===== src/rtl/rs_ctrl_pkg.sv =====
// Shared constants for the RS decode controller. It holds the host command
// code, the status codes, the FSM state encoding and a status classification
// helper.
package rs_ctrl_pkg;

   localparam logic [7:0] CMD_DECODE = 8'h01;

   localparam logic [7:0] ST_OK      = 8'h00;
   localparam logic [7:0] ST_FAIL    = 8'h01;
   localparam logic [7:0] ST_TIMEOUT = 8'hE1;
   localparam logic [7:0] ST_BAD_CMD = 8'hEE;

   typedef enum logic [2:0] {
      S_IDLE  = 3'd0,
      S_LOAD  = 3'd1,
      S_START = 3'd2,
      S_WAIT  = 3'd3,
      S_HDR   = 3'd4,
      S_DATA  = 3'd5
   } state_t;

   // The message payload follows the status byte only when the decoder ran to completion.
   function automatic logic status_has_data(input logic [7:0] st);
      return (st == ST_OK) || (st == ST_FAIL);
   endfunction

endpackage


===== src/rtl/rs_decode_ctrl.sv =====
// UART-facing controller for an external Reed-Solomon decoder.
// It receives a command byte and a codeword over rx, writes the codeword into
// the external buffer and starts the decoder. While the decode is in progress
// it holds the scope trigger high. When the decode ends it returns a status
// byte and, when the decode ran to completion, the decoded message over tx.
// Ports:
//   clk, rst            : system clock, synchronous active-high reset
//   rx_data/rx_valid    : incoming UART bytes (one-cycle strobe)
//   tx_data/tx_valid/tx_ready : outgoing bytes, valid/ready handshake
//   cw_we/cw_addr/cw_wdata    : codeword buffer write port
//   dec_start/dec_done/dec_fail : decoder control and completion
//   msg_addr/msg_rdata  : message buffer read port (one-cycle latency)
//   trig                : high while a decode is in progress
module rs_decode_ctrl
   import rs_ctrl_pkg::*;
#(
   parameter int unsigned CW_BYTES  = 46,
   parameter int unsigned MSG_BYTES = 16,
   parameter int unsigned TIMEOUT   = 65535
) (
   input  logic                         clk,
   input  logic                         rst,
   input  logic [7:0]                   rx_data,
   input  logic                         rx_valid,
   output logic [7:0]                   tx_data,
   output logic                         tx_valid,
   input  logic                         tx_ready,
   output logic                         cw_we,
   output logic [$clog2(CW_BYTES)-1:0]  cw_addr,
   output logic [7:0]                   cw_wdata,
   output logic                         dec_start,
   input  logic                         dec_done,
   input  logic                         dec_fail,
   output logic [$clog2(MSG_BYTES)-1:0] msg_addr,
   input  logic [7:0]                   msg_rdata,
   output logic                         trig
);

   localparam int unsigned CW_AW  = $clog2(CW_BYTES);
   localparam int unsigned MSG_AW = $clog2(MSG_BYTES);
   localparam int unsigned MC_W   = $clog2(MSG_BYTES + 1);
   localparam int unsigned CYC_W  = $clog2(TIMEOUT + 1);

   state_t             state;
   logic [CW_AW-1:0]   byte_cnt;
   logic [CYC_W-1:0]   cyc_cnt;
   logic [MC_W-1:0]    msg_cnt;   // message bytes loaded into tx_data so far
   logic               fetch;     // DATA is waiting to latch msg_rdata
   logic [7:0]         status;
   logic               timeout_c;

   // The counter has sat in WAIT for TIMEOUT cycles once this cycle completes.
   assign timeout_c = (cyc_cnt >= CYC_W'(TIMEOUT - 1));

   // Control FSM. All outputs are registered.
   always_ff @(posedge clk) begin
      if (rst) begin
         state     <= S_IDLE;
         byte_cnt  <= '0;
         cyc_cnt   <= '0;
         msg_cnt   <= '0;
         fetch     <= 1'b0;
         status    <= ST_OK;
         tx_data   <= 8'h00;
         tx_valid  <= 1'b0;
         cw_we     <= 1'b0;
         cw_addr   <= '0;
         cw_wdata  <= 8'h00;
         dec_start <= 1'b0;
         msg_addr  <= '0;
         trig      <= 1'b0;
      end else begin
         cw_we     <= 1'b0;
         dec_start <= 1'b0;

         case (state)
            S_IDLE: begin
               if (rx_valid) begin
                  if (rx_data == CMD_DECODE) begin
                     byte_cnt <= '0;
                     state    <= S_LOAD;
                  end else begin
                     status   <= ST_BAD_CMD;
                     tx_data  <= ST_BAD_CMD;
                     tx_valid <= 1'b1;
                     msg_addr <= '0;
                     state    <= S_HDR;
                  end
               end
            end

            S_LOAD: begin
               if (rx_valid) begin
                  cw_we    <= 1'b1;
                  cw_addr  <= byte_cnt;
                  cw_wdata <= rx_data;
                  if (byte_cnt == CW_AW'(CW_BYTES - 1)) begin
                     byte_cnt <= '0;
                     state    <= S_START;
                  end else begin
                     byte_cnt <= byte_cnt + CW_AW'(1);
                  end
               end
            end

            S_START: begin
               dec_start <= 1'b1;
               trig      <= 1'b1;
               cyc_cnt   <= '0;
               state     <= S_WAIT;
            end

            // A completion from the decoder takes priority over a timeout that expires in the same cycle.
            S_WAIT: begin
               if (dec_done) begin
                  trig     <= 1'b0;
                  status   <= dec_fail ? ST_FAIL : ST_OK;
                  tx_data  <= dec_fail ? ST_FAIL : ST_OK;
                  tx_valid <= 1'b1;
                  msg_addr <= '0;
                  state    <= S_HDR;
               end else if (timeout_c) begin
                  trig     <= 1'b0;
                  status   <= ST_TIMEOUT;
                  tx_data  <= ST_TIMEOUT;
                  tx_valid <= 1'b1;
                  msg_addr <= '0;
                  state    <= S_HDR;
               end else begin
                  cyc_cnt <= cyc_cnt + CYC_W'(1);
               end
            end

            // msg_addr has held 0 since HDR was entered, so byte 0 is ready when DATA fetches it.
            S_HDR: begin
               if (tx_valid && tx_ready) begin
                  tx_valid <= 1'b0;
                  if (status_has_data(status)) begin
                     msg_cnt <= '0;
                     fetch   <= 1'b1;
                     state   <= S_DATA;
                  end else begin
                     state <= S_IDLE;
                  end
               end
            end

            // The next address is issued when a byte is loaded. At least two edges
            // then pass before the following fetch, which covers the read latency.
            S_DATA: begin
               if (fetch) begin
                  tx_data  <= msg_rdata;
                  tx_valid <= 1'b1;
                  fetch    <= 1'b0;
                  msg_cnt  <= msg_cnt + MC_W'(1);
                  if (msg_cnt != MC_W'(MSG_BYTES - 1))
                     msg_addr <= msg_addr + MSG_AW'(1);
               end else if (tx_valid && tx_ready) begin
                  tx_valid <= 1'b0;
                  if (msg_cnt == MC_W'(MSG_BYTES)) begin
                     msg_cnt  <= '0;
                     msg_addr <= '0;
                     state    <= S_IDLE;
                  end else begin
                     fetch <= 1'b1;
                  end
               end
            end

            default: state <= S_IDLE;
         endcase
      end
   end

endmodule


===== config.mk =====
export PLATFORM = sky130hd
export DESIGN_NAME = rs_decode_ctrl
export DESIGN_NICKNAME = d
export VERILOG_FILES = /design/src/rtl/rs_ctrl_pkg.sv /design/src/rtl/rs_decode_ctrl.sv
export SDC_FILE = /design/constraint.sdc
export NUM_CORES = 1
export LEC_CHECK = 0
export CAP_MARGIN = 25
export CORE_UTILIZATION = 53
export DETAILED_ROUTE_END_ITERATION = 10
export GPL_TIMING_DRIVEN = 0
export PLACE_DENSITY = 0.76
export SLEW_MARGIN = 10
export SYNTH_ARGS = -nofsm -noshare
export SYNTH_HDL_FRONTEND = slang
export SYNTH_SLANG_ARGS = --single-unit

===== constraint.sdc =====
create_clock -name clk -period 2.97 [get_ports clk]
set_clock_uncertainty 0.2 [all_clocks]
set_input_delay 0.4455 -clock clk [delete_from_list [all_inputs] [get_ports clk]]
set_output_delay 0.4455 -clock clk [all_outputs]
set_load 0.005 [all_outputs]

* Word level (Yosys, flattened, before mapping)
Cells that the tools add are included.
** Cells by class
- Order comparisons :: 1
- Equal/unequal tests :: 27
- Add/subtract/negate cells :: 4
- Bitwise gates (word level) :: 1
- Mux-type cells :: 61
- Reductions and logical operators :: 22
** Operators with widths (count)
- 8-bit two-way mux :: 5
- 3-bit two-way mux :: 11
- 16-bit two-way mux :: 2
- 4-bit two-way mux :: 8
- 16-bit one-hot mux with 2 select lines :: 1
- 2-bit != test (second input constant) :: 13
- 5-bit two-way mux :: 5
- 6-bit two-way mux :: 4
- 8-bit one-hot mux with 3 select lines :: 1
- 3-bit one-hot mux with 6 select lines :: 1
- 16-bit by 1-bit adder with 16-bit output (second input constant) :: 1
- 8-bit by 1-bit equality test with 1-bit output (second input constant) :: 2
- 16-bit greater-or-equal comparator (second input constant) :: 1
- 1-bit two-way mux :: 16
- 8-bit one-hot mux with 2 select lines :: 1
- 3-bit != test (second input constant) :: 4
- 4-bit one-hot mux with 3 select lines :: 1
- 6-bit one-hot mux with 2 select lines :: 1
- 4-bit AND reduction :: 3
- 5-bit one-hot mux with 2 select lines :: 1
- 5-bit AND reduction :: 2
- 8-bit logical NOT :: 1
- 8-bit AND reduction :: 1
- 2-bit nonzero test :: 4
- other kinds (21) :: 26
** Word-level totals
- Register bits :: 69
- Bits of input ports :: 22
- Word-level logic and storage cells :: 130
- Output and inout port bits :: 30

* Depth between registers and ports, before layout
Gate-level depths: netlist of run 1.
- Depth after elaboration :: 5
- Gate-level depth with buffers :: 8

* Least setup slack after synthesis of run 1
OpenSTA, ideal clock, no wires.
- Path kind :: register -> register
- From :: register msg_cnt[0]
- To :: register msg_addr[1]
- Stages on the path, launching flop included :: 9
- Arrival time :: 1.806 ns
- Required time :: 2.636 ns
- Path slack :: 0.829 ns
- Cell sequence :: dfxtp_1 -> ha_1 -> and3_1 -> ha_1 -> nor2b_1 -> a211oi_1 -> or3_1 -> o311ai_1 -> o41ai_2
** On the way
- Cells in the longest elaborated chain, start to end :: 3
- Elaborated cells on any way between the ends :: 5
- Those cells by class :: 4 x eq/ne; 1 x reduce/logical
** Ends and longest elaborated chain
- from (decl) :: RTL line rs_decode_ctrl.sv:47 : logic [MC_W-1:0] msg_cnt;
- from (signal assigned) :: RTL line rs_decode_ctrl.sv:155 : msg_cnt <= msg_cnt + MC_W'(1);
- 5-bit by 4-bit != test with 1-bit output or 5-bit equality test (tied branches) :: RTL line rs_decode_ctrl.sv:156, rs_decode_ctrl.sv:160
- 3-bit != test (no line)
- 7-bit AND reduction (no line) *
- to (signal assigned) :: RTL line rs_decode_ctrl.sv:157 : msg_addr <= msg_addr + MSG_AW'(1);
- to (decl) :: RTL line rs_decode_ctrl.sv:34 : output logic [$clog2(MSG_BYTES)-1:0] msg_addr,
Mark *: on every way between the ends. The rest lies on a longest branch, timed or not.
A chain may end at the register's enable or synchronous reset.

* Final worst setup path of run 1
- From :: input rx_data[7]
- To :: register byte_cnt[3]
** On the way
- Cells in the longest elaborated chain, start to end :: 3
** Ends and longest elaborated chain
- from (decl) :: RTL line rs_decode_ctrl.sv:23 : input logic [7:0] rx_data,
- 8-bit by 1-bit equality test with 1-bit output :: RTL line rs_decode_ctrl.sv:79 : if (rx_data == CMD_DECODE) begin
- 2-bit != test (no line)
- 4-bit AND reduction (no line)
- to (signal assigned) :: RTL line rs_decode_ctrl.sv:101 : byte_cnt <= byte_cnt + CW_AW'(1);
- to (decl) :: RTL line rs_decode_ctrl.sv:45 : logic [CW_AW-1:0] byte_cnt;
Every way passes these cells.

==> flow_summary.yaml, run 1 <==
finish:
  diodes: 0
  final_design_area_no_fill_um2: 3950
  areaGrowthSynthToFinish_pct: 23.9
  mostFrequentLayoutCell: "dfxtp_1"
  fin_util_pct: 70.0
  fillers: 470
  drive_gt1_share_pct: 7.30
  final_cell_mix: "63 x dfxtp_1, 54 x nand2_1, 49 x clkdlybuf4s50_1, 38 x nor2_1, 34 x a21oi_1"
  fin_cells: 524
  fin_nets: 477
sta:
  rsz0062_at_grt: "false"
  setup_viol: 0
  worst-slew-pin-transition_ns: 0.827
  fmax_mhz: 386
  fin_crit_sh_pct: 87.2
  post-route-min-period_ns: 2.59
  finalHoldViolations: 0
  relSlewSlack_pct: 44.6
  slew_violations: 0
  fin_setup_tns_ns: 0
power:
  vdd_ir_drop_max_uv: 346
  report.power.total_uw: 1770
  p_per_area_nw_per_um2: 448
  p_leak_uw: 0.00134
synth:
  ys_async_sr_fraction_pct: 0
  synth_top_family_by_area: "simple AND/OR/NAND/NOR gates"
  synth-simple-area-share_pct: 25.4
  syn-mean-instance-area_um2: 8.23
  synth_xor_area_share_pct: 4.67
  ys_ff_latch: 63
  synthCells: 387
  yosysUniqueCellTypes: 64
  synthAdderAreaFrac_pct: 3.14
  syn_nets: 417
  synthFlopType: "dfxtp_1"
  synth_edf_count: 0
  ys_seq_area_share_pct: 39.6
  synth_compound_area_share_pct: 22.9
  synth_area_um2: 3190
  yosys_warnings: 0
  synth_mux_area_share_pct: 0.628
placement:
  numPlacedInstances: 508
  placed_area_um2: 3770
  hpwl_um: 5980
  port_buffers: 49
  gp_congestion: 0.908
clocking:
  post-cts-setup-buffer-count: 0
  clk_latency_ns: 0.34
  cts.sinks: 63
  cts_buffer_depth: 2
  cts_resized: 0
  htree_levels: 3
  path_clk_slew_ns: 0.08
  hold_buffers: 0
  cts_tree: "yes"
  numCtsBuffers: 9
  cts-root-buf: "clkbuf_8"
grt:
  antenna_found_initial: 0
  grt_max_degree: 13
  grt_use_total_pct: 28.2
  grt_pass1_wl_um: 13800
  grt.overflow.total: 0
  grt_pass1_vias: 2932
critical_path:
  cp.required_ns: 2.98
  crit_fanout: 10
  timing_worst_setup_path_type: "input port to flop"
  cp.arrival_ns: 2.60
  endpoint_kind: "flop"
  start_kind: "input port"
detailed_routing:
  vias: 3120
  dr.pass1.iters: 4
  drt_iter0_markers: 315
  ant_nets: 0
  finalWirelength_um: 8150
  viasPerCell: 5.95
  drt_drc_violations_left: 0
  routedWlPerCell_um: 15.6
min_path:
  holdCritPathClass: "flop to flop"
job:
  max_cap_violations: 0
floorplan:
  dieHeight_um: 79.5
  fp.dieW_um: 79.5
  num_rows: 27
  ios: 52
  core_area_um2: 5640
  die-area_um2: 6330
  start_util_pct: 56.5
status:
  status: "finished, final reports clean"
-- stage by stage --
| stage | worst slack [ns] | hold WS (ns) |
|---|---|---|
| after detailed placement | 0.0402 | 0.233 |
| after global placement | 0.0765 | 0.232 |
| after floorplan | 0.829 | 0.222 |
| after CTS | 0.409 | 0.245 |
| final | 0.381 | 0.248 |
| after global routing | 0.117 | 0.274 |
-- worst max-delay path, stage by stage --
cell and delay (ns):
clkdlybuf4s50_1 0.43, nor4b_1 0.61, and3_1 0.24, buf_2 0.22
a21oi_1 0.06, o21ai_0 0.49, nor2_1 0.10
-- path summary, 6_finish.rpt --
check | cells after the start | from | to | slack (ns)
setup / recovery | 7 | rx_data[7] | byte_cnt[3] | 0.38
hold / removal | 2 | cyc_cnt[15] | cyc_cnt[15] | 0.25
setup reg to reg | 5 | state[0] | tx_data[0] | 0.46
hold reg to reg | 2 | cyc_cnt[15] | cyc_cnt[15] | 0.25
-- routing by layer --
layer / track usage [%] / part of all wire (%) / vias up
li1: - / - / 1531
met1: 36.7 / 46 / 1471
met5: 0 / 0 / -
met2: 45.0 / 46 / 102
met3: 6.97 / 6.4 / 16
met4: 10.2 / 2.3 / 0
-- cells by family after synthesis --
| family | Yosys count |
|---|---|
| AO/OA/AOI/OAI | 105 |
| XOR/XNOR | 17 |
| adder cells (fa/ha/maj) | 8 |
| buffers and inverters | 31 |
| flip-flops | 63 |
| multiplexers | 2 |
| AND/OR/NAND/NOR | 161 |
-- final cells by class --
| class | instances | area, µm² | area share (%) |
|---|---|---|---|
| Multi-Input combinational cell | 293 | 1810 | 45.7 |
| Sequential cell | 63 | 1260 | 31.9 |
| Timing Repair Buffer | 49 | 490 | 12.4 |
| Clock buffer | 10 | 138 | 3.49 |
| Tap cell | 72 | 90.1 | 2.28 |
| Buffer | 20 | 78.8 | 2.00 |
| Clock inverter | 6 | 43.8 | 1.11 |
| Inverter | 11 | 41.3 | 1.05 |
-- power by group --
part	leakage (µW)	internal, µW	switching [µW]	total [µW]
combinational	0.000737	92.8	108	200
sequential	0.000510	865	18.1	883
clock	0.0000930	329	355	685
-- registers in the layout, summed over array words and instances, names as in the netlist, 2 cells and up --
| name | flops |
|---|---|
| cw_wdata | 8 |
| tx_data | 8 |
| cw_addr | 6 |
| msg_addr | 4 |
| state | 3 |
| msg_cnt | 5 |
| byte_cnt | 6 |
| status | 2 |
| cyc_cnt | 16 |
-- synth_stat cells (all sizes together), types with 2 or more instances --
cell type	count	area share [%]
a2111oi	8	2.2
a211oi	9	2.1
a21oi	34	5.3
a221oi	2	0.55
a22oi	2	0.47
a311oi	2	0.55
a31o	2	0.55
a31oi	2	0.39
and2	3	0.59
and3	3	0.59
and3b	2	0.55
and4	2	0.55
buf	4	0.59
clkbuf	16	1.9
dfxtp	63	40
ha	8	3.1
inv	11	1.3
mux2i	2	0.63
nand2	54	6.4
nand2b	2	0.39
nand3	11	1.7
nand3b	4	0.94
nand4	6	1.4
nor2	38	4.5
nor2b	2	0.39
nor3	12	1.9
nor3b	4	1.1
nor4	2	0.59
o2111ai	2	0.55
o211ai	6	1.4
o21ai	18	3.3
o21bai	2	0.47
o221ai	2	0.55
o311ai	2	0.55
o31ai	3	0.71
o41ai	2	1.0
or2	3	0.59
or3	6	1.2
or4	2	0.59
xnor2	11	3.0
xor2	6	1.6
(Power assumes the default switching activity.)
==> inputs of run 2 (changes only) <==
--- a/config.mk
+++ b/config.mk
@@ -6,6 +6,7 @@
 export NUM_CORES = 1
 export LEC_CHECK = 0
 export CAP_MARGIN = 25
+export CORE_ASPECT_RATIO = 0.75
 export CORE_UTILIZATION = 53
 export DETAILED_ROUTE_END_ITERATION = 10
 export GPL_TIMING_DRIVEN = 0
==> constraint.sdc (replaced) <==
create_clock -name clk -period 2.48 [get_ports clk]
set_clock_uncertainty 0.2 [all_clocks]
set_input_delay 0.372 -clock clk [delete_from_list [all_inputs] [get_ports clk]]
set_output_delay 0.372 -clock clk [all_outputs]
set_load 0.005 [all_outputs]
==> run 2 against run 1 <==
  * Non-clock buffer count is the same
  * First-iteration DRC count is 20% lower
  * Register-to-register slack worse by 0.29 ns
  * Clock-buffer cell count did not move
  * Sequential share of layout area shrank 0.45 points
  * Die area hardly changed
  * Power is 25% higher
  * Sequential power increased by 20%
==> flow_summary.yaml, run 2 (synthesis results as in run 1) <==
grt:
  grt_use_total_pct: 27.8
  grt_max_degree: 12
  grt_pass1_vias: 2819
  grt_pass1_wl_um: 13900
  grt.overflow.total: 0
  antenna_found_initial: 0
finish:
  reg_top3: "cyc_cnt x16, cw_wdata x8, tx_data x8"
  largest_reg_flops: 16
  fin_nets: 477
  areaGrowthSynthToFinish_pct: 25.7
  mostFrequentLayoutCell: "dfxtp_1"
  diodes: 0
  drive_gt1_share_pct: 8.41
  fin_cells: 530
  regMostFlops: "cyc_cnt"
  final_cell_mix: "63 x dfxtp_1, 54 x nand2_1, 49 x clkdlybuf4s50_1, 38 x nor2_1, 34 x a21oi_1"
detailed_routing:
  wl_met2_um: 3560
  routedWlPerCell_um: 15.8
  vias: 3115
  drt_drc_violations_left: 0
  wl_met3_um: 643
  topRoutingLayerUsed: "met4"
  wl_met1_um: 4070
  ant_nets: 0
  drt_iter0_markers: 253
  finalWirelength_um: 8390
  viasPerCell: 5.88
  dr.pass1.iters: 5
clocking:
  htree_levels: 3
  path_clk_slew_ns: 0.07
  numCtsBuffers: 9
  cts-root-buf: "clkbuf_8"
  post-cts-setup-buffer-count: 0
  cts_tree: "yes"
  clk_latency_ns: 0.36
  cts_buffer_depth: 2
  hold_buffers: 0
  cts.sinks: 63
critical_path:
  cp.required_ns: 2.54
  timing_worst_setup_path_type: "flop to flop"
  endpoint_kind: "flop"
  path_cells: "and3b_1 -> buf_2 -> nand2_1 -> a31oi_2 -> a21oi_1 -> a311oi_1"
  crit_slowest_cell: "a31oi_2"
  cp.arrival_ns: 2.37
  start_kind: "flop"
  cpPeakStageDelay_ns: 0.57
  crit_fanout: 9
sta:
  worst_hold_slack_ns: 0.252
  finalHoldViolations: 0
  worst-slew-pin-transition_ns: 0.759
  rsz0062_at_grt: "false"
  relSlewSlack_pct: 48.8
  fin_setup_tns_ns: 0
  setup_viol: 0
  post-route-min-period_ns: 2.31
  slew_violations: 0
  fin_crit_sh_pct: 93.3
  fmax_mhz: 432
job:
  max_cap_violations: 0
power:
  p_leak_uw: 0.00135
  p_per_area_nw_per_um2: 550
  report.power.total_uw: 2200
  vdd_ir_drop_max_uv: 427
placement:
  numPlacedInstances: 514
  port_buffers: 49
  hpwl_um: 6160
  gp_congestion: 0.905
floorplan:
  fp.dieW_um: 91.5
  num_rows: 24
  start_util_pct: 55.0
  ios: 52
  dieHeight_um: 69.2
  die-area_um2: 6330
  core_area_um2: 5800
status:
  status: "finished, final reports clean"
min_path:
  holdCritPathClass: "flop to flop"
run 2: through the flow:
step	area, µm²	util, %	worst slack [ns]
2_1_floorplan	3190	-	0.339
3_3_place_gp	3770	65.1	-0.269
4_1_cts	3990	68.8	0.00512
3_5_place_dp	3770	65.1	-0.364
5_1_grt	4010	69.1	0.00503
6_report	4010	69.1	0.166
run 2: final cells by class:
type	instances	area, µm²
clock inverter	6	60.1
buffer	20	80.1
multi-input combinational	293	1840
clock buffer	10	138
tap	78	97.6
inverter	11	41.3
timing repair buffer	49	490
sequential	63	1260
fill	498	1790
run 2: timing repair:
action                                  4_1_cts  5_1_grt
endpoints found under the setup margin        2       11
pin swaps                                     0        0
resized for setup                             2        6
run 2: critical path, delay by kind of cell (launching register included):
family	cells	cell delay [ns]
AO/OA/AOI/OAI	3	0.97
AND/OR/NAND/NOR	2	0.42
flip-flops	1	0.41
buffers and inverters	1	0.22
run 2: final timing paths:
kind | startpoint | cells past startpoint | to | slack (ns)
worst max register to register | state[2] | 6 | tx_data[0] | 0.17
worst max-delay path | state[2] | 6 | tx_data[0] | 0.17
worst min-delay path | cw_addr[2] | 2 | cw_addr[2] | 0.25
worst min register to register | cw_addr[2] | 2 | cw_addr[2] | 0.25
run 2: power by group:
part           total (µW)  leakage [µW]  internal (µW)  switching [µW]
sequential           1060      0.000510           1040            22.0
clock                 901     0.0000981            485             415
combinational         246      0.000743            113             133
run 2: routing by layer:
layer	GRT usage (%)	vias up
met1	42.2	1445
met4	8.29	0
met5	0	-
li1	-	1535
met3	7.51	14
met2	37.6	121
